[src/rtl/wb_burst_master_if.sv]
// Wishbone bus bundle for wb_burst_master.
// master modport: drives cyc/stb/we/adr/dat/sel/tags, samples dat_i and the
//                 ack/err/rty responses.
// slave modport:  the mirror image, for a slave model or a real slave.
interface wb_burst_master_if #(
    parameter int TAGSIZE = 2
);
    logic               wb_cyc_o;
    logic               wb_stb_o;
    logic               wb_we_o;
    logic [31:0]        wb_adr_o;
    logic [31:0]        wb_dat_o;
    logic [3:0]         wb_sel_o;
    logic [TAGSIZE-1:0] wb_tgd_o;
    logic [TAGSIZE-1:0] wb_tga_o;
    logic [TAGSIZE-1:0] wb_tgc_o;
    logic [31:0]        wb_dat_i;
    logic               wb_ack_i;
    logic               wb_err_i;
    logic               wb_rty_i;

    modport master (
        output wb_cyc_o, wb_stb_o, wb_we_o, wb_adr_o, wb_dat_o, wb_sel_o,
               wb_tgd_o, wb_tga_o, wb_tgc_o,
        input  wb_dat_i, wb_ack_i, wb_err_i, wb_rty_i
    );

    modport slave (
        input  wb_cyc_o, wb_stb_o, wb_we_o, wb_adr_o, wb_dat_o, wb_sel_o,
               wb_tgd_o, wb_tga_o, wb_tgc_o,
        output wb_dat_i, wb_ack_i, wb_err_i, wb_rty_i
    );
endinterface

[src/rtl/wb_burst_master.sv]
// Wishbone burst master: accepts one burst request from a core
// (valid/ready handshake), issues len_i+1 incrementing word beats on the bus,
// retries on rty with a one-cycle backoff, and aborts on err, on too many
// retries, or when a beat gets no response within TIMEOUT strobe cycles.
//
// Ports:
//   clk_i, rst_i        clock, synchronous active-high reset
//   valid_i / ready_o   request handshake
//   addr_i, we_i, sel_i, len_i   burst parameters, captured on accept
//   data_i              write data of the current beat (combinational to bus)
//   data_o, beat_o      read data and per-beat acknowledge pulse
//   done_o, err_o       end-of-burst pulse, err_o marks an aborted burst
//   wb                  Wishbone master bus (wb_burst_master_if.master)
//
// state   | meaning
// --------+-----------------------------------------------
// IDLE    | ready for a request
// BUS     | cyc/stb asserted, waiting for a slave response
// BACKOFF | one cycle with stb low after rty, cyc held
// DONE    | one-cycle done_o pulse, err_o gives the outcome
module wb_burst_master #(
    parameter int TAGSIZE   = 2,
    parameter int RETRY_MAX = 3,
    parameter int TIMEOUT   = 15
) (
    input  logic        clk_i,
    input  logic        rst_i,
    input  logic        valid_i,
    output logic        ready_o,
    input  logic [31:0] addr_i,
    input  logic        we_i,
    input  logic [3:0]  sel_i,
    input  logic [3:0]  len_i,
    input  logic [31:0] data_i,
    output logic [31:0] data_o,
    output logic        beat_o,
    output logic        done_o,
    output logic        err_o,
    wb_burst_master_if.master wb
);
    localparam int RW = (RETRY_MAX < 1) ? 1 : $clog2(RETRY_MAX + 1);
    localparam int TW = (TIMEOUT < 2) ? 1 : $clog2(TIMEOUT + 1);

    typedef enum logic [1:0] {IDLE, BUS, BACKOFF, DONE} state_t;

    state_t         state_q, state_d;
    logic [31:0]    addr_q;
    logic           we_q;
    logic [3:0]     sel_q;
    logic [3:0]     len_q;
    logic [3:0]     beat_q;
    logic [RW-1:0]  retry_q;
    logic [TW-1:0]  tmo_q;
    logic           err_q;

    logic load, adv, retry_inc, tmo_inc, abort;

    assign wb.wb_tgd_o = '0;
    assign wb.wb_tga_o = '0;
    assign wb.wb_tgc_o = '0;

    always_ff @(posedge clk_i) begin
        if (rst_i) state_q <= IDLE;
        else       state_q <= state_d;
    end

    always_comb begin
        state_d     = state_q;
        ready_o     = 1'b0;
        beat_o      = 1'b0;
        done_o      = 1'b0;
        err_o       = 1'b0;
        data_o      = '0;
        wb.wb_cyc_o = 1'b0;
        wb.wb_stb_o = 1'b0;
        wb.wb_we_o  = 1'b0;
        wb.wb_adr_o = '0;
        wb.wb_dat_o = '0;
        wb.wb_sel_o = '0;
        load        = 1'b0;
        adv         = 1'b0;
        retry_inc   = 1'b0;
        tmo_inc     = 1'b0;
        abort       = 1'b0;
        case (state_q)
            IDLE: begin
                ready_o = 1'b1;
                if (valid_i) begin
                    load    = 1'b1;
                    state_d = BUS;
                end
            end
            BUS: begin
                wb.wb_cyc_o = 1'b1;
                wb.wb_stb_o = 1'b1;
                wb.wb_we_o  = we_q;
                wb.wb_adr_o = addr_q;
                wb.wb_sel_o = sel_q;
                wb.wb_dat_o = we_q ? data_i : 32'h0;
                // err beats ack beats rty when several arrive together
                if (wb.wb_err_i) begin
                    abort   = 1'b1;
                    state_d = DONE;
                end else if (wb.wb_ack_i) begin
                    beat_o = 1'b1;
                    data_o = wb.wb_dat_i;
                    adv    = 1'b1;
                    if (beat_q == len_q) state_d = DONE;
                end else if (wb.wb_rty_i) begin
                    if (retry_q == RW'(RETRY_MAX)) begin
                        abort   = 1'b1;
                        state_d = DONE;
                    end else begin
                        retry_inc = 1'b1;
                        state_d   = BACKOFF;
                    end
                end else begin
                    // this is the TIMEOUT-th silent strobe cycle
                    if (tmo_q == TW'(TIMEOUT - 1)) begin
                        abort   = 1'b1;
                        state_d = DONE;
                    end else begin
                        tmo_inc = 1'b1;
                    end
                end
            end
            BACKOFF: begin
                wb.wb_cyc_o = 1'b1;
                wb.wb_we_o  = we_q;
                wb.wb_adr_o = addr_q;
                wb.wb_sel_o = sel_q;
                state_d     = BUS;
            end
            DONE: begin
                done_o  = 1'b1;
                err_o   = err_q;
                state_d = IDLE;
            end
            default: state_d = IDLE;
        endcase
    end

    always_ff @(posedge clk_i) begin
        if (rst_i) begin
            addr_q  <= '0;
            we_q    <= 1'b0;
            sel_q   <= '0;
            len_q   <= '0;
            beat_q  <= '0;
            retry_q <= '0;
            tmo_q   <= '0;
            err_q   <= 1'b0;
        end else begin
            if (load) begin
                addr_q  <= addr_i;
                we_q    <= we_i;
                sel_q   <= sel_i;
                len_q   <= len_i;
                beat_q  <= '0;
                retry_q <= '0;
                tmo_q   <= '0;
                err_q   <= 1'b0;
            end
            if (adv) begin
                addr_q  <= addr_q + 32'd4;
                beat_q  <= beat_q + 4'd1;
                retry_q <= '0;
                tmo_q   <= '0;
            end
            if (retry_inc) retry_q <= retry_q + 1'b1;
            if (tmo_inc)   tmo_q   <= tmo_q + 1'b1;
            if (abort)     err_q   <= 1'b1;
        end
    end
endmodule
[src/flat_wrapper.sv]
// flat-port wrapper written by rule: the top's interface ports become plain ports
module wb_burst_master_flat 
#(
    parameter int TAGSIZE   = 2,
    parameter int RETRY_MAX = 3,
    parameter int TIMEOUT   = 15
)
  (clk_i, rst_i, valid_i, ready_o, addr_i, we_i, sel_i, len_i, data_i, data_o, beat_o, done_o, err_o, wb_wb_cyc_o, wb_wb_stb_o, wb_wb_we_o, wb_wb_adr_o, wb_wb_dat_o, wb_wb_sel_o, wb_wb_tgd_o, wb_wb_tga_o, wb_wb_tgc_o, wb_wb_dat_i, wb_wb_ack_i, wb_wb_err_i, wb_wb_rty_i);
  wb_burst_master_if #(.TAGSIZE(TAGSIZE)) wb_i ();
  input  logic clk_i;
  input  logic rst_i;
  input  logic valid_i;
  output logic ready_o;
  input  logic [31:0] addr_i;
  input  logic we_i;
  input  logic [3:0] sel_i;
  input  logic [3:0] len_i;
  input  logic [31:0] data_i;
  output logic [31:0] data_o;
  output logic beat_o;
  output logic done_o;
  output logic err_o;
  output wire logic [$bits(wb_i.wb_cyc_o)-1:0] wb_wb_cyc_o;
  output wire logic [$bits(wb_i.wb_stb_o)-1:0] wb_wb_stb_o;
  output wire logic [$bits(wb_i.wb_we_o)-1:0] wb_wb_we_o;
  output wire logic [$bits(wb_i.wb_adr_o)-1:0] wb_wb_adr_o;
  output wire logic [$bits(wb_i.wb_dat_o)-1:0] wb_wb_dat_o;
  output wire logic [$bits(wb_i.wb_sel_o)-1:0] wb_wb_sel_o;
  output wire logic [$bits(wb_i.wb_tgd_o)-1:0] wb_wb_tgd_o;
  output wire logic [$bits(wb_i.wb_tga_o)-1:0] wb_wb_tga_o;
  output wire logic [$bits(wb_i.wb_tgc_o)-1:0] wb_wb_tgc_o;
  input wire logic [$bits(wb_i.wb_dat_i)-1:0] wb_wb_dat_i;
  input wire logic [$bits(wb_i.wb_ack_i)-1:0] wb_wb_ack_i;
  input wire logic [$bits(wb_i.wb_err_i)-1:0] wb_wb_err_i;
  input wire logic [$bits(wb_i.wb_rty_i)-1:0] wb_wb_rty_i;
  assign wb_wb_cyc_o = wb_i.wb_cyc_o;
  assign wb_wb_stb_o = wb_i.wb_stb_o;
  assign wb_wb_we_o = wb_i.wb_we_o;
  assign wb_wb_adr_o = wb_i.wb_adr_o;
  assign wb_wb_dat_o = wb_i.wb_dat_o;
  assign wb_wb_sel_o = wb_i.wb_sel_o;
  assign wb_wb_tgd_o = wb_i.wb_tgd_o;
  assign wb_wb_tga_o = wb_i.wb_tga_o;
  assign wb_wb_tgc_o = wb_i.wb_tgc_o;
  assign wb_i.wb_dat_i = wb_wb_dat_i;
  assign wb_i.wb_ack_i = wb_wb_ack_i;
  assign wb_i.wb_err_i = wb_wb_err_i;
  assign wb_i.wb_rty_i = wb_wb_rty_i;
  wb_burst_master #(.TAGSIZE(TAGSIZE), .RETRY_MAX(RETRY_MAX), .TIMEOUT(TIMEOUT)) u_core (.clk_i(clk_i), .rst_i(rst_i), .valid_i(valid_i), .ready_o(ready_o), .addr_i(addr_i), .we_i(we_i), .sel_i(sel_i), .len_i(len_i), .data_i(data_i), .data_o(data_o), .beat_o(beat_o), .done_o(done_o), .err_o(err_o), .wb(wb_i));
endmodule
[config.mk]
export PLATFORM = sky130hd
export DESIGN_NAME = wb_burst_master_flat
export DESIGN_NICKNAME = d
export VERILOG_FILES = /design/src/rtl/wb_burst_master_if.sv /design/src/rtl/wb_burst_master.sv /design/src/flat_wrapper.sv
export SDC_FILE = /design/constraint.sdc
export NUM_CORES = 1
export LEC_CHECK = 0
export ABC_AREA = 1
export CAP_MARGIN = 40
export CORE_AREA = 3 3 104 106
export CTS_CLUSTER_SIZE = 24
export DETAILED_ROUTE_END_ITERATION = 7
export DIE_AREA = 0 0 107 109
export PLACE_DENSITY = 0.85
export REMOVE_ABC_BUFFERS = 1
export SETUP_SLACK_MARGIN = 0.1
export SYNTH_ARGS = -nofsm -noshare
export SYNTH_HDL_FRONTEND = slang
export SYNTH_SLANG_ARGS = --single-unit
[constraint.sdc]
create_clock -name clk_i -period 3.17 [get_ports clk_i]
set_clock_uncertainty 0.05 [all_clocks]
set_input_delay 0.634 -clock clk_i [delete_from_list [all_inputs] [get_ports clk_i]]
set_output_delay 0.634 -clock clk_i [all_outputs]
set_load 0.01 [all_outputs]
==> results.ini, run 1 <==
[sta]
worst_slew_pin_slew_ps=512
period_share_pct=92.5
hold_ws_ps=420
finalMaxSlewViolations=0
relSlewSlack_pct=65.8
tns_ps=0
setup_viol=0
hold_viol=0
period_needed_ps=2930
rsz0062_at_grt=false
fmax_mhz=341

[pwr]
p_leak_uw=0.00311
power_uw=2190
powerDensity_nw_per_um2=328
irDropWorstVdd_mv=0.204

[grt]
grt-ovfl-total=0
grt_pass1_vias=4580
grt.total_usage_pct=23.6
grt_antenna_before_repair=0
grt_first_pass_wirelength_um=22300
grt_max_degree=35

[route]
ant_nets=0
via_per_inst=4.63
drt_iter0_markers=336
drt_first_pass_iters=5
drc=0
drt_wl_total_um=14400
vias=5112
wl_per_cell_um=13.0

[synthesis]
synth_top_family_by_area=simple AND/OR/NAND/NOR gates
synthAdderAreaFrac_pct=2.37
synth-seq-cells=54
synth_cell_types=36
ys_warn_count=0
syn_inst=762
muxShareOfSynthArea_pct=0
yosysSeqAreaShare_pct=25.6
syn_area_um2=4230
synth_compound_area_share_pct=11.4
synth_xor_area_share_pct=1.87
synth-simple-area-share_pct=39.7
avgSynthCellArea_um2=5.55

[critical_path]
crit_required_ps=2490
arrival_ps=2250
cp_slowest_stage_delay_ps=570
crit_fanout=17
cp_top_family=buffers and inverters
startpoint_type=input pin
path_common_cell=clkdlybuf4s50_1
path_cells=clkdlybuf4s50_1 > inv_2 > nand3_4 > nor2_1 > clkdlybuf4s50_1
cpMaxStageDelayCell=clkdlybuf4s50_1
path_class=input pin to primary output
worst-path-buf-inv=3
cp-end-kind=primary output

[status]
status=complete, no violations

[final_layout]
finalNetCount=1089
drive_gt1_share_pct=5.66
num_antenna_cells=0
area_delta_synth_final_pct=57.8
final_area_um2=6670
fin_util_pct=67.6

[clock_network]
tritoncts=yes
post_cts_resize_count=0
cts.htree.levels=2
holdBufCountCts=0
clockBufferDepth=2
numCtsBuffers=5
cts_root_buf=clkbuf_8
insertion_delay_ps=320
cts.sinks=54
cts_setup_buffers=0
path_clk_slew_ps=90

[placed_design]
port-buffer-count=217
dpl.hpwl_um=11300
routabilityCongestion=0.898
place_area_um2=6510

[die]
initial_core_util_pct=42.8
ios=224
core_um2=9860
num_rows=36
die_area_um2=11700
die_h_um=109
die_width_um=107

[job]
drv_cap=0

[hold_path]
hp-class=register to register

==> cells in the final DEF, fill, tap and decap left out, types with 2 or more instances in the layout <==
| master | n |
|---|---|
| a21oi_1 | 33 |
| a21oi_2 | 2 |
| a31oi_1 | 10 |
| buf_4 | 9 |
| bufinv_16 | 2 |
| clkbuf_8 | 6 |
| clkdlybuf4s50_1 | 216 |
| conb_1 | 6 |
| dfxtp_1 | 54 |
| ha_1 | 8 |
| inv_1 | 162 |
| inv_2 | 6 |
| nand2_1 | 201 |
| nand2_2 | 9 |
| nand2_4 | 3 |
| nand3_1 | 34 |
| nand3_4 | 2 |
| nor2_1 | 130 |
| nor2_2 | 7 |
| nor2_4 | 6 |
| nor3_1 | 2 |
| o211ai_1 | 2 |
| o21ai_0 | 36 |
| o21ai_1 | 4 |
| xnor2_1 | 5 |
| xor2_1 | 4 |
==> synth_stat cells (all sizes together) <==
| cell | instances | share of area (%) |
|---|---|---|
| nand4 | 1 | 0.15 |
| clkbuf | 10 | 0.89 |
| nor4 | 1 | 0.15 |
| nor2 | 143 | 14 |
| a211oi | 1 | 0.18 |
| a21o | 1 | 0.18 |
| o21bai | 1 | 0.18 |
| xor2 | 4 | 0.83 |
| xnor2 | 5 | 1.0 |
| a21oi | 35 | 4.3 |
| o211ai | 2 | 0.36 |
| or2 | 1 | 0.15 |
| clkinv | 2 | 0.21 |
| dfxtp | 54 | 26 |
| inv | 168 | 15 |
| a31oi | 10 | 1.5 |
| nor3 | 3 | 0.47 |
| nand2 | 213 | 20 |
| ha | 8 | 2.4 |
| conb | 1 | 0.089 |
| nor3b | 1 | 0.18 |
| nand3 | 35 | 4.4 |
| buf | 22 | 3.0 |
| o21ai | 40 | 4.7 |
==> cells by family after synthesis <==
group | Yosys count
AND/OR/NAND/NOR | 398
buffers and inverters | 202
AO/OA/AOI/OAI | 90
flip-flops | 54
XOR/XNOR | 9
adder cells (fa/ha/maj) | 8
other | 1
==> worst register-to-register path, delay by kind of cell, from the launching register on <==
family,cells,cell delay (ps)
and+or+nand+nor,4,470
adders and majority gates,1,420
AOI/OAI and AO/OA,1,90
DFF,1,390
buffers and inverters,4,770
==> final timing paths <==
check | from | to | slack [ps] | depth (start not counted)
worst min register to register | u_core.retry_q[1]$_SDFFE_PP0P_ | u_core.retry_q[1]$_SDFFE_PP0P_ | 420 | 2
worst max-delay path | wb_wb_err_i | data_o[17] | 240 | 5
worst max register to register | u_core.state_q[0]$_SDFFE_PP0P_ | u_core.addr_q[4]$_SDFFE_PP0P_ | 890 | 10
worst min-delay path | u_core.retry_q[1]$_SDFFE_PP0P_ | u_core.retry_q[1]$_SDFFE_PP0P_ | 420 | 2
==> flip-flops by register name, summed over array words and instances, names as in the netlist <==
register        flops
u_core.retry_q      2
u_core.beat_q       4
u_core.len_q        4
u_core.err_q        1
u_core.we_q         1
u_core.state_q      2
u_core.addr_q      32
u_core.tmo_q        4
u_core.sel_q        4
==> cell type report <==
cell class / count / area, um^2
tap: 133 / 166
fill: 865 / 3190
timing repair buffer: 227 / 2260
sequential: 54 / 1080
multi-input combinational: 512 / 2380
clock buffer: 6 / 82.6
inverter: 170 / 639
clock inverter: 2 / 60.1
==> routing by layer <==
metal,global-route usage [%],routed length [um],vias up
met1,31.5,6400,2242
met3,3.20,921,16
met4,4.47,171,0
li1,-,-,2665
met2,41.3,6860,189
met5,0,0,-
==> stage by stage <==
step / setup WS, ps / std cells
after global routing: 158 / 1104
after CTS: 125 / 1103
after global placement: 217 / 1095
final: 238 / 1104
after detailed placement: 133 / 1095
after floorplan: 1030 / 735
==> power breakdown <==
part / leakage [uW] / total (uW) / internal, uW / switching, uW
combinational: 0.00259 / 801 / 393 / 408
sequential: 0.000442 / 815 / 741 / 74.2
clock: 0.0000714 / 573 / 337 / 236
total: 0.00311 / 2190 / 1470 / 719
Power figures use the tool's default switching activity.
==> run 2: changes to the inputs <==
--- a/config.mk
+++ b/config.mk
@@ -7,11 +7,14 @@
 export LEC_CHECK = 0
 export ABC_AREA = 1
 export CAP_MARGIN = 40
-export CORE_AREA = 3 3 104 106
-export CTS_CLUSTER_SIZE = 24
+export CELL_PAD_IN_SITES_DETAIL_PLACEMENT = 0
+export CELL_PAD_IN_SITES_GLOBAL_PLACEMENT = 1
+export CORE_AREA = 3 3 130 132
+export CTS_CLUSTER_SIZE = 14
 export DETAILED_ROUTE_END_ITERATION = 7
-export DIE_AREA = 0 0 107 109
-export PLACE_DENSITY = 0.85
+export DIE_AREA = 0 0 133 135
+export GPL_TIMING_DRIVEN = 0
+export PLACE_DENSITY_LB_ADDON = 0.1
 export REMOVE_ABC_BUFFERS = 1
 export SETUP_SLACK_MARGIN = 0.1
 export SYNTH_ARGS = -nofsm -noshare
==> results.ini, run 2 (synthesis results as in run 1) <==
[sta]
setup_viol=0  ; unchanged
fmax_mhz=333  ; -2.4%
hold_viol=0  ; unchanged
worst_slew_pin_slew_ps=823  ; +310 ps
relSlewSlack_pct=45.2  ; -21 points
rsz0062_at_grt=true
finalMaxSlewViolations=0  ; unchanged
period_needed_ps=3000  ; +72.2 ps
period_share_pct=94.8  ; +2.3 points

[placed_design]
dp.cells=1169  ; +6.8%
routabilityCongestion=0.792  ; -12%
dpl.hpwl_um=12000  ; +5.9%
port-buffer-count=217  ; unchanged

[critical_path]
startpoint_type=input pin
cp-end-kind=primary output
crit_fanout=11  ; -6
rr_startpoint=u_core.state_q[1]$_SDFFE_PP0P_
path_class=input pin to primary output
regToRegSetupSlack_ps=830  ; -60 ps
r2r-end=u_core.addr_q[17]$_SDFFE_PP0P_
rr_worst_depth=10  ; unchanged
arrival_ps=2320  ; +70 ps
crit_required_ps=2490  ; about the same

[die]
die_h_um=135  ; +24%
num_rows=46  ; +28%
die_width_um=133  ; +24%
core_um2=15800  ; +60%
initial_core_util_pct=26.7  ; -16 points
ios=224  ; unchanged
die_area_um2=18000  ; +54%

[clock_network]
insertion_delay_ps=310  ; about the same
clockBufferDepth=2  ; unchanged
path_clk_slew_ps=70  ; -20 ps
tritoncts=yes
numCtsBuffers=5  ; unchanged
cts_root_buf=clkbuf_16
holdBufCountCts=0  ; unchanged
cts.sinks=54  ; unchanged
cts.htree.levels=2  ; unchanged

[final_layout]
fill_cells=1771  ; +100%
num_antenna_cells=0  ; unchanged
area_delta_synth_final_pct=61.2
drive_gt1_share_pct=5.89  ; +0.22 points
final_common_cell=clkdlybuf4s50_1
mostFrequentLayoutCells=clkdlybuf4s50_1, nand2_1, inv_1
largest_reg_flops=32  ; unchanged
regMostFlops=u_core.addr_q
finalNetCount=1086  ; -0.28%
fin_cells=1184  ; +7.2%
fin_util_pct=43.0  ; -25 points

[grt]
grt_pass1_vias=4743  ; +3.6%
grt.total_usage_pct=18.0  ; -5.6 points
grt-ovfl-total=0  ; unchanged
grt_antenna_before_repair=0  ; unchanged
grt_max_degree=39  ; +11%
grt_first_pass_wirelength_um=26100  ; +17%

[hold_path]
hp-class=register to register
hold_start=u_core.retry_q[1]$_SDFFE_PP0P_
holdPathStages=2  ; unchanged
min_to=u_core.retry_q[1]$_SDFFE_PP0P_

[route]
ant_nets=0  ; unchanged
drt_first_pass_iters=4  ; -1
via_per_inst=4.22  ; -8.8%
drc=0  ; unchanged
drt_wl_total_um=16300  ; +13%
drt_iter0_markers=237  ; -29%
wl_per_cell_um=13.7  ; +5.7%
vias=5001  ; -2.2%

[status]
status=complete, no violations

[pwr]
pwr-share-seq_pct=36.7  ; -0.5 points
clkPwrFrac_pct=26.5  ; +0.3 points
intPower_uw=1430  ; -2.8%
irDropWorstVdd_mv=0.241  ; +18%
p_switching_uw=799  ; +11%
p_comb_share_pct=36.8  ; +0.2 points
swShare_pct=35.8  ; +3.0 points
p_leak_uw=0.00308  ; -0.97%
powerDensity_nw_per_um2=327  ; -0.31%

[job]
drv_cap=0  ; unchanged

## run 2: cell count changes in the layout (fill, tap and decap cells not counted), moves of 2 or more
cell,change
ha_4,+2
ha_1,-2
nand3_4,+2
bufinv_16,-2
clkbuf_16,+5
buf_4,-5
clkdlybuf4s50_1,-2
inv_2,-2
clkbuf_8,-6
dlygate4sd2_1,+2
clkinvlp_4,+3
## run 2: power groups by stage
stage          logic [uW]  registers (uW)  clock network, uW
6_report              821             818                590
5_1_grt               924             829                639
4_1_cts               830             818                619
3_5_place_dp          794             832                  0
3_3_place_gp          787             833                  0
2_1_floorplan         371             807                  0
## run 2: worst max-delay path, stage by stage
cell and delay [ps]:
clkdlybuf4s50_1 490, clkinvlp_4 250, nand3_4 200, nor2_1 150
clkdlybuf4s50_1 580
## run 2: through the flow
| stage | worst slack, ps | total power, uW | cell area, um^2 | setup TNS (ps) | hold WS (ps) |
|---|---|---|---|---|---|
| after floorplan | 1030 | 1180 | 4080 | 0 | 384 |
| after global placement | -621 | 1620 | 6530 | -13560 | 404 |
| after detailed placement | -618 | 1630 | 6540 | -5870 | 409 |
| after CTS | 81.1 | 2270 | 6770 | 0 | 420 |
| after global routing | 71.4 | 2390 | 6810 | 0 | 455 |
| final | 166 | 2230 | 6810 | 0 | 423 |
## run 2: worst max-delay path by stage
stage	cells past startpoint	end	start	slack [ps]
detailed placement	4	beat_o	wb_wb_ack_i	-620
global placement	4	beat_o	wb_wb_ack_i	-620
floorplan	4	wb_wb_adr_o[0]	u_core.state_q[0]$_SDFFE_PP0P_	1030
finish	5	data_o[30]	wb_wb_err_i	170
global route	5	data_o[29]	wb_wb_err_i	70
CTS	5	data_o[3]	wb_wb_err_i	80
## run 2: what timing repair did
item,4_1_cts,5_1_grt
setup endpoints to repair,100,23
gates resized for setup,13,2
setup buffers,0,4
gates cloned,3,0
pin swaps,1,2
## run 2: layout make-up
cell class	instances	area, um^2	share of cell area, %
clock inverters	3	25.0	0.367
repair buffers	222	2210	32.4
clock buffers	5	125	1.84
flip-flops and latches	54	1080	15.9
well taps	216	270	3.97
multi-input cells	514	2440	35.8
inverters	170	659	9.68
## run 2: layer usage
layer,part of all wire (%),global-route usage [%],routed length (um)
met5,0,0,0
met2,46,30.8,7560
met1,47,24.0,7670
met3,5.8,3.80,936
met4,0.59,2.54,96
==> run 3: changes to the inputs <==
--- a/config.mk
+++ b/config.mk
@@ -14,7 +14,7 @@
 export DETAILED_ROUTE_END_ITERATION = 7
 export DIE_AREA = 0 0 133 135
 export GPL_TIMING_DRIVEN = 0
-export PLACE_DENSITY_LB_ADDON = 0.1
+export PLACE_DENSITY = 0.95
 export REMOVE_ABC_BUFFERS = 1
 export SETUP_SLACK_MARGIN = 0.1
 export SYNTH_ARGS = -nofsm -noshare
==> results.ini, run 3 (synthesis results as in run 1) <==
[final_layout]
regMostFlops=u_core.addr_q
mostFrequentLayoutCells=clkdlybuf4s50_1, nand2_1, inv_1
drive_gt1_share_pct=5.59  ; -0.30 points
area_delta_synth_final_pct=60.4
largest_reg_flops=32  ; unchanged
final_common_cell=clkdlybuf4s50_1
fin_cells=1182  ; -0.17%
num_antenna_cells=0  ; unchanged
finalNetCount=1084  ; -0.18%

[route]
drc=0  ; unchanged
vias=4972  ; -0.58%
drt_first_pass_iters=5  ; +1
via_per_inst=4.21  ; -0.41%
drt_iter0_markers=308  ; +30%
ant_nets=0  ; unchanged
drt_wl_total_um=16400  ; +0.86%
wl_per_cell_um=13.9  ; +1.0%

[die]
die_h_um=135  ; unchanged
ios=224  ; unchanged
die_area_um2=18000  ; unchanged
num_rows=46  ; unchanged
initial_core_util_pct=26.7  ; unchanged
die_width_um=133  ; unchanged
core_um2=15800  ; unchanged

[sta]
tns_ps=0  ; unchanged
period_needed_ps=3080  ; +75.7 ps
worst_slew_pin_slew_ps=780  ; -42.7 ps
rsz0062_at_grt=true
hold_viol=0  ; unchanged
relSlewSlack_pct=48.0  ; +2.8 points
setup_viol=0  ; unchanged
worst_slack_ps=90.1  ; -75.7 ps
fmax_mhz=325  ; -2.5%
period_share_pct=97.2  ; +2.4 points
finalMaxSlewViolations=0  ; unchanged

[placed_design]
dpl.hpwl_um=12500  ; +4.3%
routabilityCongestion=0.853  ; +7.7%
port-buffer-count=217  ; unchanged
place_ws_ps=-522  ; +96.9 ps
dp.cells=1170  ; +0.086%

[clock_network]
cts_root_buf=clkbuf_16
clockBufferDepth=2  ; unchanged
cts.htree.levels=2  ; unchanged
insertion_delay_ps=300  ; about the same
tritoncts=yes
holdBufCountCts=0  ; unchanged
numCtsBuffers=5  ; unchanged
path_clk_slew_ps=80  ; about the same
cts.sinks=54  ; unchanged

[critical_path]
r2r-end=u_core.addr_q[16]$_SDFFE_PP0P_
rr_worst_depth=8  ; -2
rr_startpoint=u_core.state_q[0]$_SDFFE_PP0P_
regToRegSetupSlack_ps=550  ; -280 ps
arrival_ps=2400  ; +80 ps
crit_fanout=21  ; +10
startpoint_type=input pin
cp-end-kind=primary output
crit_required_ps=2490  ; about the same
path_class=input pin to primary output

[job]
drv_cap=0  ; unchanged

[pwr]
powerDensity_nw_per_um2=330  ; +0.74%
irDropWorstVdd_mv=0.214  ; -11%
power_uw=2240  ; +0.28%
p_leak_uw=0.00309  ; +0.50%

[grt]
grt.total_usage_pct=17.5  ; -0.55 points
grt_antenna_before_repair=0  ; unchanged
grt_max_degree=38  ; -2.6%
grt_first_pass_wirelength_um=25300  ; -2.9%
grt_pass1_vias=4608  ; -2.8%
grt-ovfl-total=0  ; unchanged

[hold_path]
min_to=u_core.retry_q[1]$_SDFFE_PP0P_
hold_start=u_core.retry_q[1]$_SDFFE_PP0P_
hp-class=register to register
holdPathStages=2  ; unchanged

[status]
status=complete, no violations

-- run 3: cell count changes in the layout (fill, tap and decap cells not counted), moves of 2 or more --
cell and delta:
buf_4 -3, clkinvlp_4 -3, inv_6 +2, ha_4 -2, nand3_4 -2, ha_2 +2
-- run 3: worst max-delay path by stage --
stage                                   startpoint              end  cells past startpoint
global placement                       wb_wb_ack_i           beat_o                      4
floorplan           u_core.state_q[0]$_SDFFE_PP0P_   wb_wb_adr_o[0]                      4
global route                           wb_wb_err_i       data_o[20]                      5
detailed placement                     wb_wb_ack_i           beat_o                      4
CTS                 u_core.state_q[1]$_SDFFE_PP0P_  wb_wb_dat_o[18]                      6
finish                                 wb_wb_err_i       data_o[23]                      5
-- run 3: cell type report --
| class | count | area (um^2) |
|---|---|---|
| fill | 1681 | 9050 |
| multi-input combinational | 513 | 2400 |
| timing repair buffer | 220 | 2220 |
| sequential | 54 | 1080 |
| inverter | 170 | 652 |
| tap | 216 | 270 |
| clock buffer | 5 | 125 |
| clock inverter | 3 | 26.3 |
| timing repair inverter | 1 | 8.76 |
-- run 3: repair_timing --
action | CTS | global route
gates cloned | 2 | 1
buffers inserted | 0 | 1
gates resized for setup | 9 | 2
pin swaps | 1 | 0
hold endpoints to repair | 0 | 0
setup endpoints to repair | 45 | 16
-- run 3: metrics by stage --
stage | instance area, um^2 | utilization (%) | hold slack, ps
detailed placement | 6560 | 41.5 | 411
finish | 6780 | 42.8 | 422
global placement | 6530 | 41.2 | 399
floorplan | 4080 | - | 384
CTS | 6760 | 42.7 | 423
global route | 6780 | 42.8 | 447
-- run 3: power breakdown --
group          internal, uW  switching, uW  total, uW
Clock                   302            288        589
Combinational           397            433        830
Sequential              741           75.3        816
-- run 3: routing by layer --
metal / vias to the layer above / GRT usage [%] / wire, um
li1: 2649 / - / -
met1: 2196 / 24.8 / 7860
met3: 8 / 2.20 / 626
met5: - / 0 / 0
met4: 0 / 2.71 / 131
met2: 119 / 28.9 / 7790
-- run 3: worst max-delay path: stages --
cell,delay (ps)
clkdlybuf4s50_1,480
inv_2,190
nand3_4,320
nor2_1,200
clkdlybuf4s50_1,570
